## config.mk

```make
export PLATFORM = sky130hd
export DESIGN_NAME = multi_key_debounce
export DESIGN_NICKNAME = d
export VERILOG_FILES = /design/src/rtl/multi_key_debounce_pkg.sv /design/src/rtl/multi_key_debounce_channel.sv /design/src/rtl/multi_key_debounce.sv
export SDC_FILE = /design/constraint.sdc
export NUM_CORES = 1
export LEC_CHECK = 0
export ABC_AREA = 1
export BUFFER_PORTS_ARGS = -buffer_cell sky130_fd_sc_hd__buf_4
export CAP_MARGIN = 20
export CELL_PAD_IN_SITES_DETAIL_PLACEMENT = 1
export CELL_PAD_IN_SITES_GLOBAL_PLACEMENT = 1
export CORE_UTILIZATION = 30
export CTS_CLUSTER_DIAMETER = 80
export DETAILED_ROUTE_END_ITERATION = 8
export PLACE_DENSITY = 0.66
export SKIP_LAST_GASP = 1
export SYNTH_ARGS = -nofsm -noshare
export SYNTH_HDL_FRONTEND = slang
export SYNTH_SLANG_ARGS = --single-unit
```

## constraint.sdc

```tcl
create_clock -name clk -period 5 [get_ports clk]
set_clock_uncertainty 0.1 [all_clocks]
set_input_delay 1.5 -clock clk [delete_from_list [all_inputs] [get_ports clk]]
set_output_delay 1.5 -clock clk [all_outputs]
set_load 0.03 [all_outputs]
```

## src/rtl/multi_key_debounce_pkg.sv

```systemverilog
// Shared types and elaboration helpers for the multi-key push-button conditioner.
package multi_key_debounce_pkg;

  // Per-channel debounce FSM states.
  typedef enum logic [1:0] {
    IDLE         = 2'd0,
    PRESS_WAIT   = 2'd1,
    PRESSED      = 2'd2,
    RELEASE_WAIT = 2'd3
  } key_fsm_e;

  // One counter serves both debounce and long-press timing, so it must hold
  // the larger of the two terminal values (max - 1).
  function automatic int cnt_width(input int debounce_cycles, input int long_cycles);
    int m;
    m = (debounce_cycles > long_cycles) ? debounce_cycles : long_cycles;
    if (m < 2) return 1;
    return $clog2(m);
  endfunction

  // Channel parameter sanity: debounce >= 2, long press >= 1, sync >= 2.
  function automatic bit channel_params_legal(input int debounce_cycles,
                                              input int long_cycles,
                                              input int sync_stages);
    return (debounce_cycles >= 2) && (long_cycles >= 1) && (sync_stages >= 2);
  endfunction

endpackage

```

## src/rtl/multi_key_debounce_channel.sv

```systemverilog
// One key channel: synchroniser, polarity normalisation, debounce FSM with a
// shared debounce/long-press counter, and registered level/event outputs.
module key_debounce_channel
  import multi_key_debounce_pkg::*;
#(
  parameter int DEBOUNCE_CYCLES   = 1000000,
  parameter int LONG_PRESS_CYCLES = 50000000,
  parameter int SYNC_STAGES       = 2,
  parameter int ACTIVE_LOW        = 1
) (
  input  logic clk,
  input  logic rst,
  input  logic key_in,
  output logic key_state,
  output logic key_press,
  output logic key_release,
  output logic key_long
);

  localparam int CW = cnt_width(DEBOUNCE_CYCLES, LONG_PRESS_CYCLES);
  localparam logic [CW-1:0] DB_LAST = CW'(DEBOUNCE_CYCLES - 1);
  localparam logic [CW-1:0] LP_LAST = CW'(LONG_PRESS_CYCLES - 1);
  // Pin level when the key is not pressed.
  localparam logic IDLE_LEVEL = (ACTIVE_LOW != 0);

  if (!channel_params_legal(DEBOUNCE_CYCLES, LONG_PRESS_CYCLES, SYNC_STAGES)) begin : g_bad_params
    $error("key_debounce_channel: illegal DEBOUNCE_CYCLES/LONG_PRESS_CYCLES/SYNC_STAGES");
  end

  logic [SYNC_STAGES-1:0] sync_q;
  logic                   active;

  key_fsm_e      state_q, state_d;
  logic [CW-1:0] cnt_q, cnt_d;
  logic          long_done_q, long_done_d;
  logic          level_q, level_d;
  logic          press_q, press_d;
  logic          release_q, release_d;
  logic          long_q, long_d;

  // Synchroniser chain; reset loads the idle pin level so reset release never looks like an edge.
  always_ff @(posedge clk) begin
    if (rst) begin
      sync_q <= {SYNC_STAGES{IDLE_LEVEL}};
    end else begin
      sync_q <= {sync_q[SYNC_STAGES-2:0], key_in};
    end
  end

  // Normalised sample: 1 means the key is pressed regardless of pin polarity.
  assign active = sync_q[SYNC_STAGES-1] ^ IDLE_LEVEL;

  // FSM, counter and output registers.
  always_ff @(posedge clk) begin
    if (rst) begin
      state_q     <= IDLE;
      cnt_q       <= '0;
      long_done_q <= 1'b0;
      level_q     <= 1'b0;
      press_q     <= 1'b0;
      release_q   <= 1'b0;
      long_q      <= 1'b0;
    end else begin
      state_q     <= state_d;
      cnt_q       <= cnt_d;
      long_done_q <= long_done_d;
      level_q     <= level_d;
      press_q     <= press_d;
      release_q   <= release_d;
      long_q      <= long_d;
    end
  end

  // Next-state, counter and event decode.
  always_comb begin
    state_d     = state_q;
    cnt_d       = cnt_q;
    long_done_d = long_done_q;
    level_d     = level_q;
    press_d     = 1'b0;
    release_d   = 1'b0;
    long_d      = 1'b0;

    case (state_q)
      IDLE: begin
        cnt_d = '0;
        if (active) begin
          state_d = PRESS_WAIT;
        end
      end
      PRESS_WAIT: begin
        if (!active) begin
          state_d = IDLE;
          cnt_d   = '0;
        end else if (cnt_q == DB_LAST) begin
          state_d = PRESSED;
          cnt_d   = '0;
          press_d = 1'b1;
          level_d = 1'b1;
        end else begin
          cnt_d = cnt_q + 1'b1;
        end
      end
      PRESSED: begin
        if (!active) begin
          state_d = RELEASE_WAIT;
          cnt_d   = '0;
        end else if (cnt_q != LP_LAST) begin
          cnt_d = cnt_q + 1'b1;
        end
      end
      RELEASE_WAIT: begin
        if (active) begin
          // Bounce back to pressed: hold timing restarts, long_done is kept.
          state_d = PRESSED;
          cnt_d   = '0;
        end else if (cnt_q == DB_LAST) begin
          state_d     = IDLE;
          cnt_d       = '0;
          release_d   = 1'b1;
          level_d     = 1'b0;
          long_done_d = 1'b0;
        end else begin
          cnt_d = cnt_q + 1'b1;
        end
      end
      default: begin
        state_d = IDLE;
        cnt_d   = '0;
      end
    endcase

    // Long press fires on the edge the hold counter lands on its terminal
    // value; this also covers LONG_PRESS_CYCLES == 1 at PRESSED entry.
    if ((state_d == PRESSED) && (cnt_d == LP_LAST) && !long_done_q) begin
      long_d      = 1'b1;
      long_done_d = 1'b1;
    end
  end

  assign key_state   = level_q;
  assign key_press   = press_q;
  assign key_release = release_q;
  assign key_long    = long_q;

endmodule

```

## src/rtl/multi_key_debounce.sv

```systemverilog
// N-channel push-button conditioner: independent debounce channels plus a
// combined event flag.
module multi_key_debounce
  import multi_key_debounce_pkg::*;
#(
  parameter int N_KEYS            = 4,
  parameter int DEBOUNCE_CYCLES   = 1000000,
  parameter int LONG_PRESS_CYCLES = 50000000,
  parameter int SYNC_STAGES       = 2,
  parameter int ACTIVE_LOW        = 1
) (
  input  logic              clk,
  input  logic              rst,
  input  logic [N_KEYS-1:0] key_in,
  output logic [N_KEYS-1:0] key_state,
  output logic [N_KEYS-1:0] key_press,
  output logic [N_KEYS-1:0] key_release,
  output logic [N_KEYS-1:0] key_long,
  output logic              any_event
);

  if (N_KEYS < 1) begin : g_bad_keys
    $error("multi_key_debounce: N_KEYS must be at least 1");
  end

  for (genvar gi = 0; gi < N_KEYS; gi++) begin : g_chan
    key_debounce_channel #(
      .DEBOUNCE_CYCLES  (DEBOUNCE_CYCLES),
      .LONG_PRESS_CYCLES(LONG_PRESS_CYCLES),
      .SYNC_STAGES      (SYNC_STAGES),
      .ACTIVE_LOW       (ACTIVE_LOW)
    ) u_chan (
      .clk        (clk),
      .rst        (rst),
      .key_in     (key_in[gi]),
      .key_state  (key_state[gi]),
      .key_press  (key_press[gi]),
      .key_release(key_release[gi]),
      .key_long   (key_long[gi])
    );
  end

  // Pulses are registered per channel, so this OR is clean within the cycle.
  assign any_event = |(key_press | key_release | key_long);

endmodule

```

==> summary.md, run 1 <==
| Metric | Value |
|---|---|
| Status | `finished, violations left` |
| Routed wire length | `33,700 microns` |
| Worst slew margin | `29.6%` |
| Clk slew on worst S/H paths | `0.06 ns` |
| GRT overflow | `0` |
| Chip height | `179 microns` |
| Antenna diode count | `0` |
| # DRC | `4` |
| Worst Path Arrival | `1.58 ns` |
| CP max-delay cell | `nor4_1` |
| Sequential fraction of the synthesis area | `29.7%` |
| Antenna violations before repair | `0` |
| Setup repair bufs after CTS | `0` |
| Routability cong. | `0.858` |
| Crit-path leading delay family | `simple AND/OR/NAND/NOR gates` |
| Req. time, crit path | `3.40 ns` |
| Sw frac | `25.4%` |
| Global-route wire length before repair | `55,400 microns` |
| Vias per inst | `5.01` |
| Top-count cell post-synth | `nand2_1` |
| Critical Path End Type | `output pin` |
| Period Utilization, post-route | `63.7%` |
| Worst-Skew Late Latency | `0.44 ns` |
| Tmin final | `3.18 ns` |
| RSZ-0062 raised after global routing | `no` |
| Final core occ | `33.9%` |
| Cts bufs inserted | `17` |
| Mean Syn Cell Area | `5.86 sq um` |
| Post-synthesis cell type count | `44` |
| Setup TNS | `0 ns` |
| CP Buf/Inv Count | `1` |
| Area leader, netlist | `dfxtp_1` |
| Hold Crit Class | `register to register` |
| Routed Antenna Nets | `0` |
| Area contributors post-synth | `dfxtp_1 (30%), nand2_1 (17%), nor2_1 (13%)` |
| Core Region | `30,800 sq um` |
| Clock buffer depth | `2` |
| R2R depth | `10` |
| Cts hold-fix bufs | `0` |
| Grt met1 use | `29.1%` |
| Hold Path End | `g_chan[2].u_chan.sync_q[1]` |
| Ys Warns | `0` |
| Failing checks | `DRC` |
| Share of cells above drive strength 1 | `7.85%` |
| Mapped cell area | `9450 sq um` |
| Nets | `1,628` |
| CTS root buffer | `clkbuf_16` |
| FF-to-FF Start | `g_chan[1].u_chan.sync_q[1]` |
| Cells along the critical path | `nor4_1, nand3_1, buf_4` |
| Worst-path fanout max | `2` |
| Busiest layer in global routing | `met2` |
| Hold Vio Cnt, Final | `0` |
| Via Count | `10,100` |
| Int Pwr | `1.82 mW` |
| Leakage power | `4.27 nW` |
| Clock power share | `52.2%` |
| Grt met3 use | `2.88%` |
| R2r setup slk | `2.18 ns` |
| Worst R2R End | `g_chan[1].u_chan.long_done_q` |
| Peak supply drop | `264 uV` |
| Post-synth top cells | `nand2_1 (433), nor2_1 (329), inv_1 (209), nand3_1 (163), dfxtp_1 (140)` |
| Largest net degree at the start of global routing | `90` |
| Area growth, synth to finish | `10.7%` |
| Chip Width | `179 microns` |
| Max-cap violations | `0` |
| Port Buffer Count | `22` |
| Peak Freq | `314 MHz` |
| Sw power | `0.619 mW` |
| I/O pin cnt | `23` |
| Wirelength per Cell | `16.6 microns` |
| Min-delay src | `g_chan[2].u_chan.sync_q[0]` |
| CTS tree | `yes` |
| Slowest stage delay, CP | `0.39 ns` |
| Post-synth EDFFs | `0` |
| # resized after CTS | `0` |
| Final setup viols | `0` |
| Vias in the first global route | `10,300` |
| Grt met2 use | `35.9%` |
| CTS H-tree lvls | `4` |
| Crit path launch type | `register` |
| Hold-critical path depth | `1` |
| Die Footprint | `32,200 sq um` |
| Max-slew violation count | `0` |
| Post-Syn Instances | `1,614` |
| Initial core utilization | `30.7%` |
| 1st-iter DRT viols | `738` |
| Combinational power share | `1.7%` |
| PwrDens | `233 nW/um^2` |
| Sequential share of power | `46.1%` |
| # clock sinks | `140` |
| Ys async rst share | `0%` |
| Synth top area share | `29.7%` |
| Worst-Margin Slew | `1.06 ns` |
| Setup CP Type | `register to output pin` |
| Num rows | `64` |
| DP HPWL | `26,400 microns` |
| All-layer global routing usage | `21.3%` |
| Synth Net Count | `1,624` |
| First drt pass iteration count | `7` |
| Yosys reg bits | `140` |
| Top_reg_cell synth | `dfxtp_1` |
==> cell usage in the layout (no fill, tap or decap), types with 17 or more instances in the layout <==
master	instances
nand2_1	433
nor2_1	329
inv_1	209
nand3_1	163
dfxtp_1	140
nand4_1	64
o21ai_0	34
nor3_1	32
a21oi_1	24
buf_4	24
xor2_1	17
clkbuf_16	17
==> area by class of cell <==
type | instances | area, sq um
clock buffer | 18 | 429
clock inverter | 14 | 138
sequential | 140 | 2800
fill | 4105 | 20400
tap | 396 | 495
timing repair buffer | 24 | 180
inverter | 222 | 833
multi-input combinational | 1213 | 5590
==> worst register-to-register path: stages, from the launching register on <==
cell	delay, ns
dfxtp_1	0.75
clkinv_1	0.69
nand2_1	0.23
nand2_1	0.11
nand2_1	0.08
nand2_1	0.11
nor3_1	0.30
nand3_1	0.13
nor2_1	0.14
nand2_1	0.09
nand2_1	0.06
==> kinds of logic after synthesis <==
logic type,share of synthesized area (%)
adder cells (fa/ha/maj),0.530
AO/OA/AOI/OAI,5.43
AND/OR/NAND/NOR,51.2
flip-flops,29.7
buffers and inverters,11.3
XOR/XNOR,1.95
==> metal layers <==
layer  routed length (microns)  part of all wire, %
met4                       342                  1.0
met3                      1040                  3.1
met5                         0                    0
met2                     15900                   47
met1                     16400                   49
==> power groups by stage <==
stage | logic (mW) | registers (mW) | clock network (mW)
2_1_floorplan | 0.0306 | 1.15 | 0
3_3_place_gp | 0.0411 | 1.15 | 0
3_5_place_dp | 0.0422 | 1.15 | 0
4_1_cts | 0.0423 | 1.13 | 1.29
5_1_grt | 0.0461 | 1.13 | 1.35
6_report | 0.0420 | 1.13 | 1.28
==> per-stage QoR <==
stage               setup slack [ns]  instance area (sq um)  instances  hold WS (ns)  power (mW)
finish                          1.82                  10500       2027         0.317        2.44
global route                    1.78                  10500       2027         0.335        2.52
CTS                             1.81                  10500       2027         0.323        2.46
detailed placement              1.96                   9900       1995         0.307        1.19
global placement                2.03                   9900       1995         0.297        1.19
floorplan                       2.21                   9450       1614         0.289        1.18
==> how the worst max path moves through the flow <==
stage                                from                      endpoint  slack (ns)  cells after the start
6_report       g_chan[0].u_chan.key_press                     any_event        1.82                      3
5_1_grt        g_chan[0].u_chan.key_press                     any_event        1.78                      3
4_1_cts        g_chan[0].u_chan.key_press                     any_event        1.81                      3
3_5_place_dp                          rst  g_chan[0].u_chan.long_done_q        1.96                     11
3_3_place_gp                          rst  g_chan[0].u_chan.long_done_q        2.03                     11
2_1_floorplan                         rst  g_chan[0].u_chan.long_done_q        2.21                     11
==> state kept, by name (all words and copies together), names as in the netlist <==
name / count
g_chan.u_chan.cnt_q: 104
g_chan.u_chan.long_done_q: 4
g_chan.u_chan.state_q: 8
g_chan.u_chan.key_release: 4
g_chan.u_chan.key_press: 4
g_chan.u_chan.sync_q: 8
g_chan.u_chan.key_state: 4
g_chan.u_chan.key_long: 4
(Power assumes the default switching activity.)
==> run 2: changes to the inputs <==
- ABC_AREA: 1 -> 0
- PLACE_DENSITY: 0.66 -> 0.65
- clock period: 5 -> 2.9 ns (I/O delays scaled with it)
==> run 2 against run 1 <==
- the flow now finishes without violations
- first-iteration DRC count decreased by 44%
- register-to-register slack worse by 2.0 ns
- cell area fell by 14%
- count of clock-buffer cells in the layout grew 4
- largest power group unchanged
==> summary.md, run 2 <==
| Metric | Value |
|---|---|
| Status | `finished clean` |
| Port Buffer Count | `22 (unchanged)` |
| Synth Net Count | `957 (-41%)` |
| Post-Syn Instances | `947 (-41%)` |
| Routed Antenna Nets | `0 (unchanged)` |
| Mapped cell area | `7710 sq um (-18%)` |
| Crit path launch type | `register` |
| Core Region | `25,200 sq um (-18%)` |
| CTS root buffer | `clkbuf_16` |
| Antenna violations before repair | `0 (unchanged)` |
| Ys Warns | `0 (unchanged)` |
| Nets | `986 (-39%)` |
| DP HPWL | `17,200 microns (-35%)` |
| Area leader, netlist | `dfxtp_1` |
| 1st-iter DRT viols | `416 (-44%)` |
| Routed wire length | `22,900 microns (-32%)` |
| Post-synth EDFFs | `0 (unchanged)` |
| I/O pin cnt | `23 (unchanged)` |
| Cts hold-fix bufs | `0 (unchanged)` |
| Final setup viols | `0 (unchanged)` |
| Area contributors post-synth | `dfxtp_1 (36%), nor2_1 (5.8%), xnor2_1 (5.7%)` |
| Req. time, crit path | `3.14 ns (-0.26 ns)` |
| Total power | `4.17 mW (+71%)` |
| Clock buffer depth | `2 (unchanged)` |
| Vias in the first global route | `7,077 (-31%)` |
| Antenna diode count | `0 (unchanged)` |
| Leakage power | `2.92 nW (-32%)` |
| Post-synth top cells | `dfxtp_1 (140), nor2_1 (120), xnor2_1 (50), clkbuf_1 (49), nand2_1 (49)` |
| R2r setup slk | `0.13 ns (-2.05 ns)` |
| Cells along the critical path | `nand4_1, or4_1, nor4_2, xnor2_1, a31oi_1, or4_4, o31ai_2` |
| Setup CP Type | `register to register` |
| Sequential fraction of the synthesis area | `36.3% (+6.7 points)` |
| Peak supply drop | `424 uV (+61%)` |
| Area growth, synth to finish | `16.8%` |
| Worst-Margin Slew | `0.685 ns (-0.371 ns)` |
| Setup TNS | `0 ns (unchanged)` |
| Tmin final | `2.77 ns` |
| CTS H-tree lvls | `4 (unchanged)` |
| Chip Width | `162 microns (-9.6%)` |
| Mean Syn Cell Area | `8.15 sq um (+39%)` |
| Num rows | `58 (-9.4%)` |
| Slowest stage delay, CP | `0.63 ns (+0.24 ns)` |
| Commonest non-fill, non-tap cell in the layout | `dfxtp_1` |
| Peak Freq | `361 MHz` |
| Min-delay src | `g_chan[1].u_chan.sync_q[0]` |
| Worst-path fanout max | `6 (+4)` |
| Chip height | `162 microns (-9.6%)` |
| Crit-path leading delay family | `simple AND/OR/NAND/NOR gates` |
| Worst Path Arrival | `3.01 ns (+1.43 ns)` |
| Initial core utilization | `30.6% (about the same)` |
| Setup WS post-layout | `0.131 ns (-1.68 ns)` |
| Clk slew on worst S/H paths | `0.06 ns (about the same)` |
| Max-cap violations | `0 (unchanged)` |
| CP max-delay cell | `or4_1` |
| Largest register by flop count | `g_chan.u_chan.cnt_q` |
| Fillers | `3,004 (-27%)` |
| Pre-CTS setup slack | `0.116 ns (-1.85 ns)` |
| # clock sinks | `140 (unchanged)` |
| Critical Path End Type | `register` |
| Hold-critical path depth | `1 (unchanged)` |
| Vias per inst | `5.37 (+7.3%)` |
| Hold Path End | `g_chan[1].u_chan.sync_q[1]` |
| Post-synthesis cell type count | `80 (+82%)` |
| Worst-Skew Late Latency | `0.42 ns (-0.02 ns)` |
| Global-route wire length before repair | `37,300 microns (-33%)` |
| Synth top area share | `36.3% (+6.7 points)` |
| Die Footprint | `26,400 sq um (-18%)` |
| R2R depth | `7 (-3)` |
| CP Buf/Inv Count | `0 (-1)` |
| Period Utilization, post-route | `95.5%` |
| All-layer global routing usage | `17.8% (-3.5 points)` |
| Top_reg_cell synth | `dfxtp_1` |
| Wirelength per Cell | `17.3 microns (+4.4%)` |
| Largest registers | `g_chan.u_chan.cnt_q (104), g_chan.u_chan.state_q (8), g_chan.u_chan.sync_q (8)` |
| Cts bufs inserted | `17 (unchanged)` |
| Worst slew margin | `54.1% (+24 points)` |
| Top-count cell post-synth | `dfxtp_1` |
| CTS tree | `yes` |
| GRT overflow | `0 (unchanged)` |
| Hold Vio Cnt, Final | `0 (unchanged)` |
| PwrDens | `463 nW/um^2 (+98%)` |
| First drt pass iteration count | `5 (-2)` |
| Max FFs per register | `104 (unchanged)` |
| Share of cells above drive strength 1 | `15.1% (+7.2 points)` |
| FF-to-FF Start | `g_chan[0].u_chan.cnt_q[8]` |
| # DRC | `0 (-4)` |
| Hold Crit Class | `register to register` |
| Ys async rst share | `0% (unchanged)` |
| Largest net degree at the start of global routing | `21 (-77%)` |
| Worst R2R End | `g_chan[0].u_chan.long_done_q` |
| Max-slew violation count | `0 (unchanged)` |
| Routability cong. | `0.824 (-3.9%)` |
| Via Count | `7,084 (-30%)` |
| Yosys reg bits | `140 (unchanged)` |
| RSZ-0062 raised after global routing | `no` |
| Commonest cells after routing, fill and taps aside | `dfxtp_1 (139), nor2_1 (120), buf_4 (82)` |
-- run 2: what timing repair did --
action,CTS,global route
buffers inserted,0,0
setup endpoints to repair,0,5
gates resized for setup,0,5
-- run 2: through the flow --
stage	utilization, %	hold slack [ns]	std cells	area (sq um)
after global routing	35.8	0.312	1319	9010
after CTS	35.7	0.308	1319	8980
after floorplan	-	0.289	947	7710
after global placement	33.4	0.291	1287	8400
after detailed placement	33.4	0.294	1287	8400
final	35.8	0.304	1319	9010
-- run 2: area by class of cell --
class                           instances  area, sq um  share of cell area, %
Clock inverter                         10          116                   1.29
Tap cell                              330          413                   4.58
Clock buffer                           22          464                   5.15
Timing Repair Buffer                   82          616                   6.83
Multi-Input combinational cell        713         4520                   50.1
Inverter                               22         82.6                  0.916
Sequential cell                       140         2800                   31.1
-- run 2: power breakdown --
group | leakage, nW | total (mW) | switching, mW | internal [mW]
Combinational | 1.51 | 0.0464 | 0.0264 | 0.0199
Sequential | 1.13 | 1.94 | 0.00991 | 1.93
Clock | 0.280 | 2.19 | 0.876 | 1.31
Total | 2.92 | 4.17 | 0.912 | 3.26
-- run 2: per-layer routing --
layer / routed length [microns] / track usage (%) / part of all wire, % / up-vias
li1: - / - / - / 3490
met2: 10800 / 29.3 / 47 / 102
met3: 678 / 3.03 / 3.0 / 18
met1: 11200 / 24.1 / 49 / 3474
met4: 241 / 4.33 / 1.1 / 0
met5: 0 / 0 / 0 / -
-- run 2: how the worst max path moves through the flow --
stage | from | to | slack (ns) | depth (start not counted)
6_report | g_chan[0].u_chan.cnt_q[8] | g_chan[0].u_chan.long_done_q | 0.13 | 7
5_1_grt | g_chan[0].u_chan.cnt_q[6] | g_chan[0].u_chan.long_done_q | 0.008 | 7
4_1_cts | g_chan[2].u_chan.cnt_q[12] | g_chan[2].u_chan.long_done_q | 0.11 | 7
3_5_place_dp | g_chan[2].u_chan.cnt_q[12] | g_chan[2].u_chan.long_done_q | 0.12 | 7
3_3_place_gp | g_chan[2].u_chan.cnt_q[12] | g_chan[2].u_chan.cnt_q[0] | 0.19 | 6
2_1_floorplan | g_chan[0].u_chan.cnt_q[0] | g_chan[0].u_chan.long_done_q | 0.20 | 8
-- run 2: logic make-up after synthesis --
logic type               Yosys count  share of synthesized area, %
AO/OA/AOI/OAI                    152                          13.5
buffers and inverters             94                          5.50
adder cells (fa/ha/maj)            4                         0.649
AND/OR/NAND/NOR                  471                          34.1
multiplexers                       4                         0.535
XOR/XNOR                          82                          9.31
flip-flops                       140                          36.3
